===== src/rtl/alu_seq_pkg.sv =====
// Shared opcodes, FSM encodings and datapath widths for the alu request sequencer.
package alu_seq_pkg;

    localparam int OPND_W = 64;
    localparam int RES_W  = 128;

    localparam logic [1:0] OP_NOP = 2'd0;
    localparam logic [1:0] OP_ADD = 2'd1;
    localparam logic [1:0] OP_MUL = 2'd2;
    localparam logic [1:0] OP_CLR = 2'd3;

    localparam logic [1:0] S_IDLE  = 2'd0;
    localparam logic [1:0] S_ISSUE = 2'd1;
    localparam logic [1:0] S_WAIT  = 2'd2;
    localparam logic [1:0] S_RESP  = 2'd3;

    // Every opcode except NOP goes through the alu and yields a completion pulse.
    function automatic logic op_uses_alu(input logic [1:0] op);
        return op != OP_NOP;
    endfunction

endpackage


===== src/rtl/alu_seq_ctrl_if.sv =====
// Request/response handshake bundle between a client (master) and the sequencer (slave).
interface alu_seq_ctrl_if #(
    parameter int TAG_W = 4
);
    import alu_seq_pkg::*;

    logic              req_valid;
    logic              req_ready;
    logic [OPND_W-1:0] req_a;
    logic [OPND_W-1:0] req_b;
    logic [1:0]        req_op;
    logic [TAG_W-1:0]  req_tag;

    logic              rsp_valid;
    logic              rsp_ready;
    logic [RES_W-1:0]  rsp_c;
    logic [TAG_W-1:0]  rsp_tag;
    logic              rsp_err;

    modport master (
        output req_valid, req_a, req_b, req_op, req_tag, rsp_ready,
        input  req_ready, rsp_valid, rsp_c, rsp_tag, rsp_err
    );

    modport slave (
        input  req_valid, req_a, req_b, req_op, req_tag, rsp_ready,
        output req_ready, rsp_valid, rsp_c, rsp_tag, rsp_err
    );

endinterface


===== src/rtl/alu_req_fifo.sv =====
// Small synchronous FIFO with registered full/empty flags; head entry is read combinationally.
module alu_req_fifo #(
    parameter int DEPTH = 4,
    parameter int W     = 8
) (
    input  logic         clk,
    input  logic         resetn,
    input  logic         push_i,
    input  logic [W-1:0] din_i,
    input  logic         pop_i,
    output logic [W-1:0] dout_o,
    output logic         full_o,
    output logic         empty_o
);
    localparam int AW = $clog2(DEPTH);

    logic [W-1:0]  mem_q [DEPTH];
    logic [AW-1:0] wr_ptr_q;
    logic [AW-1:0] rd_ptr_q;
    logic [AW:0]   count_q;
    logic [AW:0]   count_d;
    logic          full_q;
    logic          empty_q;
    logic          do_push;
    logic          do_pop;

    assign do_push = push_i & ~full_q;
    assign do_pop  = pop_i & ~empty_q;

    always_comb begin
        count_d = count_q;
        if (do_push && !do_pop) begin
            count_d = count_q + (AW+1)'(1);
        end else if (!do_push && do_pop) begin
            count_d = count_q - (AW+1)'(1);
        end
    end

    // Flags come from registers, so a same-cycle pop does not reopen a full FIFO.
    always_ff @(posedge clk or negedge resetn) begin
        if (!resetn) begin
            wr_ptr_q <= '0;
            rd_ptr_q <= '0;
            count_q  <= '0;
            full_q   <= 1'b0;
            empty_q  <= 1'b1;
        end else begin
            if (do_push) wr_ptr_q <= wr_ptr_q + AW'(1);
            if (do_pop)  rd_ptr_q <= rd_ptr_q + AW'(1);
            count_q <= count_d;
            full_q  <= (count_d == (AW+1)'(DEPTH));
            empty_q <= (count_d == '0);
        end
    end

    always_ff @(posedge clk) begin
        if (do_push) mem_q[wr_ptr_q] <= din_i;
    end

    assign dout_o  = mem_q[rd_ptr_q];
    assign full_o  = full_q;
    assign empty_o = empty_q;

endmodule


===== src/rtl/alu_seq_ctrl.sv =====
// Request sequencer in front of the pipelined alu: queues requests, issues one at a time, returns tagged results.
// Optional WAIT watchdog enabled by defining ALU_SEQ_TIMEOUT_EN.
module alu_seq_ctrl
    import alu_seq_pkg::*;
#(
    parameter int DEPTH       = 4,
    parameter int TAG_W       = 4,
    parameter int TIMEOUT_CYC = 8
) (
    input  logic              clk,
    input  logic              resetn,
    alu_seq_ctrl_if.slave     bus,
    output logic [OPND_W-1:0] alu_a_o,
    output logic [OPND_W-1:0] alu_b_o,
    output logic [1:0]        alu_op_o,
    input  logic [RES_W-1:0]  alu_c_i,
    input  logic              alu_done_i,
    output logic              busy_o
);
    localparam int ENT_W = TAG_W + 2 + 2*OPND_W;

    logic              fifo_full;
    logic              fifo_empty;
    logic              fifo_pop;
    logic [ENT_W-1:0]  head;
    logic [TAG_W-1:0]  head_tag;
    logic [1:0]        head_op;
    logic [OPND_W-1:0] head_a;
    logic [OPND_W-1:0] head_b;

    logic [1:0]        state_q,   state_d;
    logic [OPND_W-1:0] alu_a_q,   alu_a_d;
    logic [OPND_W-1:0] alu_b_q,   alu_b_d;
    logic [1:0]        alu_op_q,  alu_op_d;
    logic [RES_W-1:0]  rsp_c_q,   rsp_c_d;
    logic [TAG_W-1:0]  rsp_tag_q, rsp_tag_d;
    logic              tmo_hit;

    assign {head_tag, head_op, head_a, head_b} = head;

    alu_req_fifo #(
        .DEPTH (DEPTH),
        .W     (ENT_W)
    ) u_fifo (
        .clk     (clk),
        .resetn  (resetn),
        .push_i  (bus.req_valid),
        .din_i   ({bus.req_tag, bus.req_op, bus.req_a, bus.req_b}),
        .pop_i   (fifo_pop),
        .dout_o  (head),
        .full_o  (fifo_full),
        .empty_o (fifo_empty)
    );

    always_comb begin
        state_d   = state_q;
        alu_a_d   = alu_a_q;
        alu_b_d   = alu_b_q;
        alu_op_d  = alu_op_q;
        rsp_c_d   = rsp_c_q;
        rsp_tag_d = rsp_tag_q;
        fifo_pop  = 1'b0;
        case (state_q)
            S_IDLE: begin
                if (!fifo_empty) begin
                    fifo_pop  = 1'b1;
                    rsp_tag_d = head_tag;
                    if (op_uses_alu(head_op)) begin
                        alu_a_d  = head_a;
                        alu_b_d  = head_b;
                        alu_op_d = head_op;
                        state_d  = S_ISSUE;
                    end else begin
                        // NOP never reaches the alu; answer immediately with zero.
                        rsp_c_d = '0;
                        state_d = S_RESP;
                    end
                end
            end
            S_ISSUE: begin
                alu_op_d = OP_NOP;
                state_d  = S_WAIT;
            end
            S_WAIT: begin
                if (alu_done_i) begin
                    rsp_c_d = alu_c_i;
                    state_d = S_RESP;
                end else if (tmo_hit) begin
                    rsp_c_d = '0;
                    state_d = S_RESP;
                end
            end
            default: begin
                if (bus.rsp_ready) state_d = S_IDLE;
            end
        endcase
    end

    always_ff @(posedge clk or negedge resetn) begin
        if (!resetn) begin
            state_q   <= S_IDLE;
            alu_a_q   <= '0;
            alu_b_q   <= '0;
            alu_op_q  <= OP_NOP;
            rsp_c_q   <= '0;
            rsp_tag_q <= '0;
        end else begin
            state_q   <= state_d;
            alu_a_q   <= alu_a_d;
            alu_b_q   <= alu_b_d;
            alu_op_q  <= alu_op_d;
            rsp_c_q   <= rsp_c_d;
            rsp_tag_q <= rsp_tag_d;
        end
    end

`ifdef ALU_SEQ_TIMEOUT_EN
    localparam int CNT_W = $clog2(TIMEOUT_CYC + 1);

    logic [CNT_W-1:0] tmo_cnt_q, tmo_cnt_d;
    logic             rsp_err_q, rsp_err_d;

    // Counter restarts on every entry to WAIT; it reads k after k cycles spent there.
    assign tmo_hit = (state_q == S_WAIT) && !alu_done_i &&
                     (tmo_cnt_q == CNT_W'(TIMEOUT_CYC - 1));

    always_comb begin
        tmo_cnt_d = (state_q == S_WAIT) ? tmo_cnt_q + CNT_W'(1) : '0;
        rsp_err_d = rsp_err_q;
        if (tmo_hit) begin
            rsp_err_d = 1'b1;
        end else if (state_q == S_RESP && bus.rsp_ready) begin
            rsp_err_d = 1'b0;
        end
    end

    always_ff @(posedge clk or negedge resetn) begin
        if (!resetn) begin
            tmo_cnt_q <= '0;
            rsp_err_q <= 1'b0;
        end else begin
            tmo_cnt_q <= tmo_cnt_d;
            rsp_err_q <= rsp_err_d;
        end
    end

    assign bus.rsp_err = rsp_err_q;
`else
    assign tmo_hit     = 1'b0;
    assign bus.rsp_err = 1'b0;
`endif

    assign bus.req_ready = ~fifo_full;
    assign bus.rsp_valid = (state_q == S_RESP);
    assign bus.rsp_c     = rsp_c_q;
    assign bus.rsp_tag   = rsp_tag_q;
    assign alu_a_o       = alu_a_q;
    assign alu_b_o       = alu_b_q;
    assign alu_op_o      = alu_op_q;
    assign busy_o        = (state_q != S_IDLE) | ~fifo_empty;

endmodule

===== src/flat_wrapper.sv =====
// flat-port wrapper written by rule: the top's interface ports become plain ports
module alu_seq_ctrl_flat import alu_seq_pkg::*;
#(
    parameter int DEPTH       = 4,
    parameter int TAG_W       = 4,
    parameter int TIMEOUT_CYC = 8
)
  (clk, resetn, alu_a_o, alu_b_o, alu_op_o, alu_c_i, alu_done_i, busy_o, bus_req_valid, bus_req_a, bus_req_b, bus_req_op, bus_req_tag, bus_rsp_ready, bus_req_ready, bus_rsp_valid, bus_rsp_c, bus_rsp_tag, bus_rsp_err);
  alu_seq_ctrl_if #(.TAG_W(TAG_W)) bus_i ();
  input  logic clk;
  input  logic resetn;
  output logic [OPND_W-1:0] alu_a_o;
  output logic [OPND_W-1:0] alu_b_o;
  output logic [1:0] alu_op_o;
  input  logic [RES_W-1:0] alu_c_i;
  input  logic alu_done_i;
  output logic busy_o;
  input wire logic [$bits(bus_i.req_valid)-1:0] bus_req_valid;
  input wire logic [$bits(bus_i.req_a)-1:0] bus_req_a;
  input wire logic [$bits(bus_i.req_b)-1:0] bus_req_b;
  input wire logic [$bits(bus_i.req_op)-1:0] bus_req_op;
  input wire logic [$bits(bus_i.req_tag)-1:0] bus_req_tag;
  input wire logic [$bits(bus_i.rsp_ready)-1:0] bus_rsp_ready;
  output wire logic [$bits(bus_i.req_ready)-1:0] bus_req_ready;
  output wire logic [$bits(bus_i.rsp_valid)-1:0] bus_rsp_valid;
  output wire logic [$bits(bus_i.rsp_c)-1:0] bus_rsp_c;
  output wire logic [$bits(bus_i.rsp_tag)-1:0] bus_rsp_tag;
  output wire logic [$bits(bus_i.rsp_err)-1:0] bus_rsp_err;
  assign bus_i.req_valid = bus_req_valid;
  assign bus_i.req_a = bus_req_a;
  assign bus_i.req_b = bus_req_b;
  assign bus_i.req_op = bus_req_op;
  assign bus_i.req_tag = bus_req_tag;
  assign bus_i.rsp_ready = bus_rsp_ready;
  assign bus_req_ready = bus_i.req_ready;
  assign bus_rsp_valid = bus_i.rsp_valid;
  assign bus_rsp_c = bus_i.rsp_c;
  assign bus_rsp_tag = bus_i.rsp_tag;
  assign bus_rsp_err = bus_i.rsp_err;
  alu_seq_ctrl #(.DEPTH(DEPTH), .TAG_W(TAG_W), .TIMEOUT_CYC(TIMEOUT_CYC)) u_core (.clk(clk), .resetn(resetn), .bus(bus_i), .alu_a_o(alu_a_o), .alu_b_o(alu_b_o), .alu_op_o(alu_op_o), .alu_c_i(alu_c_i), .alu_done_i(alu_done_i), .busy_o(busy_o));
endmodule

===== config.mk =====
export PLATFORM = sky130hd
export DESIGN_NAME = alu_seq_ctrl_flat
export DESIGN_NICKNAME = d
export VERILOG_FILES = /design/src/rtl/alu_seq_pkg.sv /design/src/rtl/alu_seq_ctrl_if.sv /design/src/rtl/alu_req_fifo.sv /design/src/rtl/alu_seq_ctrl.sv /design/src/flat_wrapper.sv
export SDC_FILE = /design/constraint.sdc
export NUM_CORES = 1
export LEC_CHECK = 0
export ABC_AREA = 1
export CORE_MARGIN = 2
export CORE_UTILIZATION = 49
export CTS_CLUSTER_SIZE = 12
export DETAILED_ROUTE_END_ITERATION = 8
export DONT_BUFFER_PORTS = 1
export PLACE_DENSITY = 0.6
export SETUP_SLACK_MARGIN = 0.05
export SYNTH_ARGS = -nofsm -noshare
export SYNTH_HDL_FRONTEND = slang
export SYNTH_SLANG_ARGS = --single-unit

===== constraint.sdc =====
create_clock -name clk -period 14.35 [get_ports clk]
set_input_delay 2.87 -clock clk [delete_from_list [all_inputs] [get_ports clk]]
set_output_delay 2.87 -clock clk [all_outputs]
set_load 0.01 [all_outputs]

==> results of run 1 <==
worst max-delay path: cells and delay by family, from the launching register on:
kind / cells / cell delay [ns]
adder cells (fa/ha/maj): 1 / 0.39
buffers and inverters: 1 / 0.13
AND/OR/NAND/NOR: 1 / 0.27
flip-flops: 1 / 0.41
power breakdown:
group,total (W),internal (W),switching (W)
combinational,0.00249,0.000661,0.00183
clock,0.00212,0.00124,0.000886
sequential,0.00366,0.00315,0.000510
layer usage:
metal	vias up	wire, µm	global-route usage [%]
met5	-	0	0
met3	137	7400	6.65
met2	793	39900	40.5
met1	10000	31600	29.4
met4	0	2500	8.69
li1	9401	-	-
logic make-up after synthesis:
| logic type | after synthesis |
|---|---|
| and+or+nand+nor | 1236 |
| buffers and inverters | 342 |
| adders and majority gates | 10 |
| other | 1 |
| DFF | 809 |
| AOI/OAI and AO/OA | 401 |
| xor gates and xnor gates | 4 |
sequential cells by signal, indices dropped and copies added, names as in the netlist, 3 cells and up:
| name | count |
|---|---|
| u_core.alu_a_o | 64 |
| u_core.alu_b_o | 64 |
| u_core.bus.rsp_c | 128 |
| u_core.bus.rsp_tag | 4 |
| u_core.u_fifo.count_q | 3 |
| u_core.u_fifo.mem_q | 536 |
per-stage QoR:
step	hold slack [ns]	area (µm²)	total power (W)
after floorplan	0.499	31800	0.00556
after global placement	0.522	32200	0.00614
after detailed placement	0.527	32200	0.00622
after CTS	0.540	34900	0.00836
after global routing	0.565	34900	0.00880
final	0.538	34900	0.00828
final cells by class:
cell class	instances	area share (%)
clock buffer	138	7.31
clock inverter	21	0.434
inverter	154	1.69
multi-input combinational	1652	21.2
sequential	809	65.7
tap	855	3.07
timing repair buffer	20	0.574
worst paths after layout:
kind / to / depth (start not counted)
setup / recovery: busy_o / 3
hold / removal: u_core.bus.rsp_c[52]$_DFFE_PN0P_ / 2
setup reg to reg: u_core.alu_a_o[57]$_DFFE_PN0P_ / 9
hold reg to reg: u_core.bus.rsp_c[52]$_DFFE_PN0P_ / 2
max in group asynchronous: u_core.u_fifo.rd_ptr_q[1]$_DFFE_PN0P_ / 0
min in group asynchronous: u_core.alu_b_o[57]$_DFFE_PN0P_ / 0
layout by cell type (no fill, tap or decap), types with 2 or more instances in the layout:
cell type   instances
nand2_1           670
edfxtp_1          536
nor2_1            287
dfrtp_1           270
o21ai_0           268
nand3_1           266
inv_1             150
o22ai_1           128
clkbuf_16          90
clkbuf_1           36
buf_4              16
clkbuf_8           12
clkinv_2           11
ha_1                9
nor2_4              5
clkinv_1            5
a31oi_1             4
xor2_1              4
nand2_4             4
buf_12              4
nand4_1             2
inv_6               2
clkinvlp_4          2
dfrtp_4             2
==> out/results.ini, run 1 <==
[timing]
fin_tns_setup_ns = 0
slew_violations = 0
fmax_mhz = 213
slew-limit-headroom_pct = 13.5
rsz0062_at_grt = false
hold_violations = 0
clock_skew_ns = 0.0182
fin_ws_ns = 9.67
min_period_over_period_pct = 32.6
worst_pin_slew_ns = 1.30
finalSetupViolCount = 0
min_period_ns = 4.68

[logic_synthesis]
yosysTopAreaCell = edfxtp_1
synth_top_family_by_area = simple AND/OR/NAND/NOR gates
synth_fa_ha_area_share_pct = 0.393
synth_cells = 2803
synth.most_common_cell = nand2_1
synth_ff_type = edfxtp_1
synthArstFlopShare_pct = 33.7
synth_cell_types = 26
netlist_top_cells_count = 670 x nand2_1, 536 x edfxtp_1, 291 x nor2_1, 272 x dfrtp_1, 268 x o21ai_0
synthMuxAreaShare_pct = 0
synthSimpleGateAreaFrac_pct = 15.7
synth_fp_nets = 3080
synth_xor_area_share_pct = 0.110
netlist_area_um2 = 31800
synth-compound-area-share_pct = 6.83
yosysWarnings = 0
syn_avg_cell_area_um2 = 11.4
yosys_register_bits = 809
synth.area.top_cells = edfxtp_1 51%, dfrtp_1 21%, nand2_1 7.9%
synth_edf_count = 536
ys_seq_area_share_pct = 72.0
synth_top_area_share_pct = 50.5

[clocking]
clock_latency_ns = 0.63
numCtsBuffers = 85
cts.htree.levels = 3
cts-root-buf = clkbuf_16
cts.sinks = 809
post_cts_resized = 0
tritoncts = yes
clkTransAtPathRegs_ns = 0.06
cts_setup_buffers = 0
clk_path_buf_depth = 3
postCtsHoldBufs = 0

[placed_design]
gp_congestion = 0.880
pre_cts_ws_ns = 9.67
dp_hpwl_mm = 45.8
place_inst = 3490
numPortBuffers = 0

[worst_setup_path]
cp.required_ns = 11.48
regToRegSetupSlack_ns = 9.80
crit_path_start_kind = flip-flop
cp-end-kind = output pin
worstPathCellList = inv_1 -> ha_1 -> nand2_1
arrival_ns = 1.81
path_class = reg2out
startpoint = u_core.state_q[0]$_DFFE_PN0P_
slowest_stage = dfrtp_1
path_max_fanout = 7
r2r_start = u_core.u_fifo.rd_ptr_q[1]$_DFFE_PN0P_
critical_path.max_stage_delay_ns = 0.41

[min_path]
holdCritStartpoint = u_core.bus.rsp_c[52]$_DFFE_PN0P_
hold_class = reg2reg

[power_and_ir_drop]
power_density_nw_per_um2 = 237
ir_worst_vdd_mv = 0.205
p_leak_nw = 14.6

[detailed_routing]
via_per_inst = 5.58
drcViolationCount = 0
dr.pass1.iters = 8
drt-total-wl_mm = 81.5
vias = 20400
antenna_left = 0
first_iter_violations = 1848
routedWlPerCell_um = 22.3

[finish]
drive_above_1_share_pct = 5.62
diodes = 0
num-nets-final = 2999
multi_input_area_um2 = 7400
area_growth_pct = 9.60
nFillCells = 5386
ff_latch_area_um2 = 22900
stdcell_count = 3649
post-route-util_pct = 54.2

[floorplan]
dieWidth_um = 259
dieArea_um2 = 67000
rows = 93
core-area_um2 = 64300
start_util_pct = 49.5
die_y_um = 259
ioPinCount = 533

[flow_run]
maxCapViolCount = 0

[status]
status = finished clean

[global_routing]
antenna_found_initial = 0
grt_max_degree = 274
grt_use_total_pct = 23.9
grt_pass1_wl_mm = 123
grt_overflow = 0
grt_pass1_vias = 20200

Note: power is estimated with default switching activity, not from simulation.
==> run 2: changes to the inputs <==
==> constraint.sdc (replaced) <==
create_clock -name clk -period 4.6 [get_ports clk]
set_input_delay 0.92 -clock clk [delete_from_list [all_inputs] [get_ports clk]]
set_output_delay 0.92 -clock clk [all_outputs]
set_load 0.01 [all_outputs]
==> out/results.ini, run 2 (same netlist as run 1, synthesis figures left out) <==
[status]
status = finished clean

[detailed_routing]
wirelength_met1_mm = 31.2  ; -1.4%
drt-total-wl_mm = 83.2  ; +2.1%
routed.top_layer = met4
wl_met2_mm = 40.8  ; +2.2%
first_iter_violations = 1710  ; -7.5%
routedWlPerCell_um = 22.7  ; +1.8%
vias = 20400  ; +0.13%
via_per_inst = 5.57  ; -0.22%
drcViolationCount = 0  ; unchanged
antenna_left = 0  ; unchanged
wl_met3_mm = 8.37  ; +13%
dr.pass1.iters = 5  ; -3

[timing]
fin_ws_ns = 0.892  ; -8.77 ns
fmax_mhz = 270
worst_pin_slew_ns = 1.13  ; -0.171 ns
finalSetupViolCount = 0  ; unchanged
slew-limit-headroom_pct = 24.9  ; +11 points
fin_tns_setup_ns = 0  ; unchanged
hold_violations = 0  ; unchanged
min_period_ns = 3.71
min_period_over_period_pct = 80.6
clock_skew_ns = 0.0248  ; +0.00653 ns
rsz0062_at_grt = false
slew_violations = 0  ; unchanged

[worst_setup_path]
crit_path_start_kind = flip-flop
path_max_fanout = 66  ; +59
critical_path.max_stage_delay_ns = 0.80  ; +0.39 ns
slowest_stage = buf_4
cp.required_ns = 5.16  ; -6.32 ns
arrival_ns = 4.27  ; +2.46 ns
cp-end-kind = flip-flop
worstPathCellList = buf_4 -> nand2_1 -> nand3_1 -> nand2_1 -> nand2_4 -> buf_4 -> buf_4 -> nand3_1 -> nand2_1
path_class = reg2reg

[clocking]
clk_path_buf_depth = 3  ; unchanged
cts-root-buf = clkbuf_16
clock_latency_ns = 0.64  ; about the same
cts.sinks = 809  ; unchanged
cts.htree.levels = 3  ; unchanged
numCtsBuffers = 85  ; unchanged
tritoncts = yes
clkTransAtPathRegs_ns = 0.06  ; about the same

[placed_design]
pre_cts_ws_ns = 0.897  ; -8.78 ns
numPortBuffers = 0  ; unchanged
place_inst = 3499  ; +0.26%
gp_congestion = 0.889  ; +1.0%
dp_hpwl_mm = 47.3  ; +3.2%
placed_cell_area_um2 = 32300  ; +0.37%

[floorplan]
dieWidth_um = 259  ; unchanged
dieArea_um2 = 67000  ; unchanged
rows = 93  ; unchanged
ioPinCount = 533  ; unchanged
core-area_um2 = 64300  ; unchanged
die_y_um = 259  ; unchanged
start_util_pct = 49.5  ; unchanged

[power_and_ir_drop]
p_leak_nw = 14.7  ; +0.44%
power_density_nw_per_um2 = 739  ; +210%
ir_worst_vdd_mv = 0.375  ; +83%

[global_routing]
grt_max_degree = 274  ; unchanged
antenna_found_initial = 1  ; +1
grt_use_total_pct = 24.2  ; +0.32 points
grt_overflow = 0  ; unchanged
grt_pass1_vias = 20400  ; +0.83%
grt_pass1_wl_mm = 124  ; +0.49%

[finish]
stdcell_count = 3662  ; +0.36%
area_growth_pct = 10.0
num-nets-final = 3012  ; +0.43%
largest_reg_flops = 536  ; unchanged
diodes = 0  ; unchanged
final_common_cell = nand2_1
regMostFlops = u_core.u_fifo.mem_q
finalInstanceArea_um2 = 35000  ; +0.38%
post-route-util_pct = 54.4  ; +0.21 points
most-common-layout-cells = 670 x nand2_1, 536 x edfxtp_1, 287 x nor2_1, 270 x dfrtp_1, 268 x o21ai_0
drive_above_1_share_pct = 5.81  ; +0.19 points

[min_path]
hold_class = in2async

[flow_run]
maxCapViolCount = 0  ; unchanged

## run 2: changes by cell type in the layout (fill, tap and decap cells not counted), moves of 2 or more
cell           before  now
buf_12              4    9
buf_4              16   21
bufinv_16           1    3
clkbuf_16          90   86
clkbuf_8           12    7
clkinv_1            5    8
clkinv_8            0    3
clkinvlp_4          2    0
dlygate4sd3_1       0    3
## run 2: worst paths after layout
kind | startpoint | to | slack, ns | cells after the start
worst min register to register | u_core.bus.rsp_c[12]$_DFFE_PN0P_ | u_core.bus.rsp_c[12]$_DFFE_PN0P_ | 0.54 | 2
max in group asynchronous | resetn | u_core.alu_b_o[55]$_DFFE_PN0P_ | 3.60 | 1
worst max-delay path | u_core.u_fifo.rd_ptr_q[0]$_DFFE_PN0P_ | u_core.alu_a_o[44]$_DFFE_PN0P_ | 0.89 | 9
worst max register to register | u_core.u_fifo.rd_ptr_q[0]$_DFFE_PN0P_ | u_core.alu_a_o[44]$_DFFE_PN0P_ | 0.89 | 9
min in group clk | bus_req_a[10] | u_core.u_fifo.mem_q[3][74]$_DFFE_PP_ | 0.37 | 0
worst min-delay path | resetn | u_core.bus.rsp_tag[1]$_DFFE_PN0P_ | 0.05 | 0
## run 2: final cells by class
class	instances	area, µm²
Fill cell	5436	29300
Sequential cell	809	22900
Multi-Input combinational cell	1652	7400
Clock buffer	130	2390
Tap cell	855	1070
Inverter	154	589
Timing Repair Buffer	33	368
Clock inverter	29	282
## run 2: worst max-delay path: cells and delay by family, from the launching register on
family                 cells  cell delay, ns
flip-flops                 1            0.70
buffers and inverters      3            2.06
AND/OR/NAND/NOR            6            0.72
## run 2: what timing repair did
item | 4_1_cts | 5_1_grt
endpoints found under the hold margin | 183 | 20
gates resized for setup | 0 | 0
buffers inserted | 0 | 0
## run 2: where the power goes
group	switching [W]	leakage (nW)	total [W]	internal [W]
Sequential	0.00172	8.38	0.0115	0.00982
Combinational	0.00566	5.02	0.00779	0.00213
Clock	0.00280	1.30	0.00657	0.00377
Total	0.0102	14.7	0.0259	0.0157
## run 2: stage by stage
stage / power, W / hold slack [ns]
2_1_floorplan: 0.0173 / 0.499
3_3_place_gp: 0.0193 / 0.521
3_5_place_dp: 0.0195 / 0.525
4_1_cts: 0.0261 / -0.0435
5_1_grt: 0.0275 / 0.00453
6_report: 0.0259 / 0.0467
## run 2: routing by layer
| metal | vias to the layer above | track usage (%) |
|---|---|---|
| met5 | - | 0 |
| met1 | 10100 | 28.5 |
| met4 | 0 | 9.75 |
| met2 | 725 | 40.6 |
| li1 | 9408 | - |
| met3 | 138 | 8.71 |
==> run 3: changes to the inputs <==
--- a/config.mk
+++ b/config.mk
@@ -5,7 +5,7 @@
 export SDC_FILE = /design/constraint.sdc
 export NUM_CORES = 1
 export LEC_CHECK = 0
-export ABC_AREA = 1
+export ABC_AREA = 0
 export CORE_MARGIN = 2
 export CORE_UTILIZATION = 49
 export CTS_CLUSTER_SIZE = 12
==> constraint.sdc (replaced) <==
create_clock -name clk -period 3.5 [get_ports clk]
set_input_delay 0.7 -clock clk [delete_from_list [all_inputs] [get_ports clk]]
set_output_delay 0.7 -clock clk [all_outputs]
set_load 0.01 [all_outputs]
==> out/results.ini, run 3 <==
[status]
status = finished, violations left
violations = hold timing

[finish]
regMostFlops = u_core.u_fifo.mem_q
most-common-layout-cells = 536 x edfxtp_1, 270 x dfrtp_1, 134 x mux4_2, 128 x a22o_1, 128 x mux2_2
ff_latch_area_um2 = 22900  ; unchanged
drive_above_1_share_pct = 28.5  ; +23 points
area_growth_pct = 12.1
largest_reg_flops = 536  ; unchanged
multi_input_area_um2 = 6130  ; -17%
final_common_cell = edfxtp_1
num-nets-final = 1687  ; -44%
nFillCells = 4358  ; -20%

[detailed_routing]
antenna_left = 0  ; unchanged
dr.pass1.iters = 5  ; unchanged
via_per_inst = 5.86  ; +5.3%
drcViolationCount = 0  ; unchanged
routedWlPerCell_um = 29.3  ; +29%
drt-total-wl_mm = 65.9  ; -21%
first_iter_violations = 1062  ; -38%
vias = 13200  ; -35%

[timing]
fmax_mhz = 393
slew_violations = 0  ; unchanged
min_period_over_period_pct = 72.7
whs_ns = -0.232  ; -0.279 ns
slew-limit-headroom_pct = 44.5  ; +20 points
fin_tns_setup_ns = 0  ; unchanged
hold_violations = 272  ; +272
worst_pin_slew_ns = 0.833  ; -0.294 ns
rsz0062_at_grt = false
finalSetupViolCount = 0  ; unchanged
min_period_ns = 2.54
clock_skew_ns = 0.0211  ; -0.00365 ns

[logic_synthesis]
netlist_top_cells_count = 536 x edfxtp_1, 272 x dfrtp_1, 134 x mux4_2, 128 x a22o_1, 128 x mux2_2
synth_xor_area_share_pct = 0.119  ; +0.0087 points
yosysWarnings = 0  ; unchanged
synth_edf_count = 536  ; unchanged
synth.area.top_cells = edfxtp_1 55%, dfrtp_1 23%, mux4_2 10%
synth_top_family_by_area = multiplexers
yosysTopAreaCell = edfxtp_1
synth-compound-area-share_pct = 4.21  ; -2.6 points
synthSimpleGateAreaFrac_pct = 0.746  ; -15 points
synth_ff_type = edfxtp_1
yosys_register_bits = 809  ; unchanged
synth_cells = 1362  ; -51%
ys_seq_area_share_pct = 77.7  ; +5.7 points
synth_cell_types = 39  ; +50%
netlist_area_um2 = 29500  ; -7.3%
synth.most_common_cell = edfxtp_1
synth_fa_ha_area_share_pct = 0.424  ; +0.031 points
synth_top_area_share_pct = 54.5  ; +4.0 points
syn_avg_cell_area_um2 = 21.7  ; +91%
synthMuxAreaShare_pct = 15.1  ; +15 points
synthArstFlopShare_pct = 33.7  ; unchanged
synth_fp_nets = 1639  ; -47%

[power_and_ir_drop]
p_leak_nw = 11.9  ; -19%
p_total_w = 0.0306  ; +18%
ir_worst_vdd_mv = 0.628  ; +68%
power_density_nw_per_um2 = 924  ; +25%

[worst_setup_path]
regToRegSetupSlack_ns = 1.03  ; +0.14 ns
r2r_start = u_core.u_fifo.rd_ptr_q[0]$_DFFE_PN0P_
path_max_fanout = 12  ; -82%
path_class = reg2out
cp.required_ns = 2.80  ; -2.36 ns
cp-end-kind = output pin
regToRegEndpoint = u_core.bus.rsp_c[108]$_DFFE_PN0P_
startpoint = u_core.state_q[0]$_DFFE_PN0P_
crit_path_start_kind = flip-flop
r2r_cells = 5  ; -4
arrival_ns = 1.84  ; -2.43 ns

[global_routing]
grt_use_total_pct = 21.4  ; -2.9 points
grt_pass1_vias = 13900  ; -32%
antenna_found_initial = 9  ; +8
grt_overflow = 0  ; unchanged
grt_pass1_wl_mm = 97.3  ; -21%
grt_max_degree = 274  ; unchanged

[clocking]
numCtsBuffers = 83  ; -2.4%
clk_path_buf_depth = 3  ; unchanged
tritoncts = yes
clkTransAtPathRegs_ns = 0.06  ; about the same
cts.htree.levels = 3  ; unchanged
cts.sinks = 809  ; unchanged
clock_latency_ns = 0.63  ; about the same
cts_setup_buffers = 0  ; unchanged
cts-root-buf = clkbuf_16
post_cts_resized = 0  ; unchanged

[placed_design]
gp_congestion = 0.876  ; -1.5%
dp_hpwl_mm = 41.6  ; -12%
numPortBuffers = 0  ; unchanged

[floorplan]
start_util_pct = 49.8  ; +0.34 points
dieWidth_um = 249  ; -3.7%
core-area_um2 = 59200  ; -7.9%
die_y_um = 249  ; -3.7%
ioPinCount = 533  ; unchanged
rows = 89  ; -4.3%
dieArea_um2 = 62200  ; -7.2%

[min_path]
hold_class = in2async

[flow_run]
maxCapViolCount = 0  ; unchanged

-- run 3: changes by cell type after synthesis, moves of 5 or more --
cell | previous run | this run
buf_4 | 27 | 15
clkbuf_1 | 83 | 24
nor2b_1 | 0 | 5
mux4_2 | 0 | 134
o22ai_1 | 128 | 2
nand3_1 | 266 | 2
inv_1 | 151 | 7
a22o_1 | 0 | 128
buf_2 | 60 | 18
nand2_1 | 670 | 19
mux2_2 | 0 | 128
o21ai_0 | 268 | 2
nor2_1 | 291 | 8
-- run 3: how the worst max path moves through the flow --
stage | end | slack [ns] | depth (start not counted)
finish | busy_o | 0.96 | 3
global route | busy_o | 0.83 | 3
CTS | busy_o | 0.90 | 3
detailed placement | u_core.u_fifo.mem_q[1][39]$_DFFE_PP_ | 0.80 | 3
global placement | u_core.u_fifo.mem_q[1][39]$_DFFE_PP_ | 0.81 | 3
floorplan | u_core.u_fifo.mem_q[0][0]$_DFFE_PP_ | 0.31 | 3
-- run 3: area by class of cell --
type | instances | share of cell area [%]
diodes | 7 | 0.0529
multi-input cells | 469 | 18.5
inverters | 7 | 0.0794
clock inverters | 18 | 0.484
repair buffers | 40 | 1.55
well taps | 773 | 2.92
clock buffers | 130 | 7.09
flip-flops and latches | 809 | 69.3
-- run 3: cell families (layout without fill, tap and decap cells) --
group,count (synthesis),count (layout)
compound gates,145,145
xor+xnor,4,4
fa+ha+maj,10,10
buf+inv,84,195
flops,809,809
mux,263,263
other cells,1,8
simple gates,46,46
-- run 3: per-stage QoR --
stage	std cells	setup slack [ns]	instance area [µm²]	util [%]
final	2253	0.956	33100	55.9
after global routing	2250	0.834	33100	55.8
after CTS	2246	0.902	33100	55.8
after detailed placement	2098	0.803	30600	51.6
after global placement	2098	0.815	30600	51.6
after floorplan	1362	0.305	29500	-
-- run 3: where the power goes --
group	internal [W]	switching (W)
registers	0.0128	0.00207
logic	0.00380	0.00366
clock network	0.00468	0.00352
-- run 3: metal layers --
metal  wire length, µm  vias up  GRT usage (%)
met5                32        -              0
met1             24300     7013           24.9
met3              5390      121           8.01
li1                  -     5600              -
met4              2410        4           8.81
met2             33800      469           35.8
-- run 3: worst max-delay path, stage by stage (launching register included) --
cell,delay [ns]
dfrtp_1,0.40
inv_1,0.12
ha_1,0.42
nand2_1,0.29
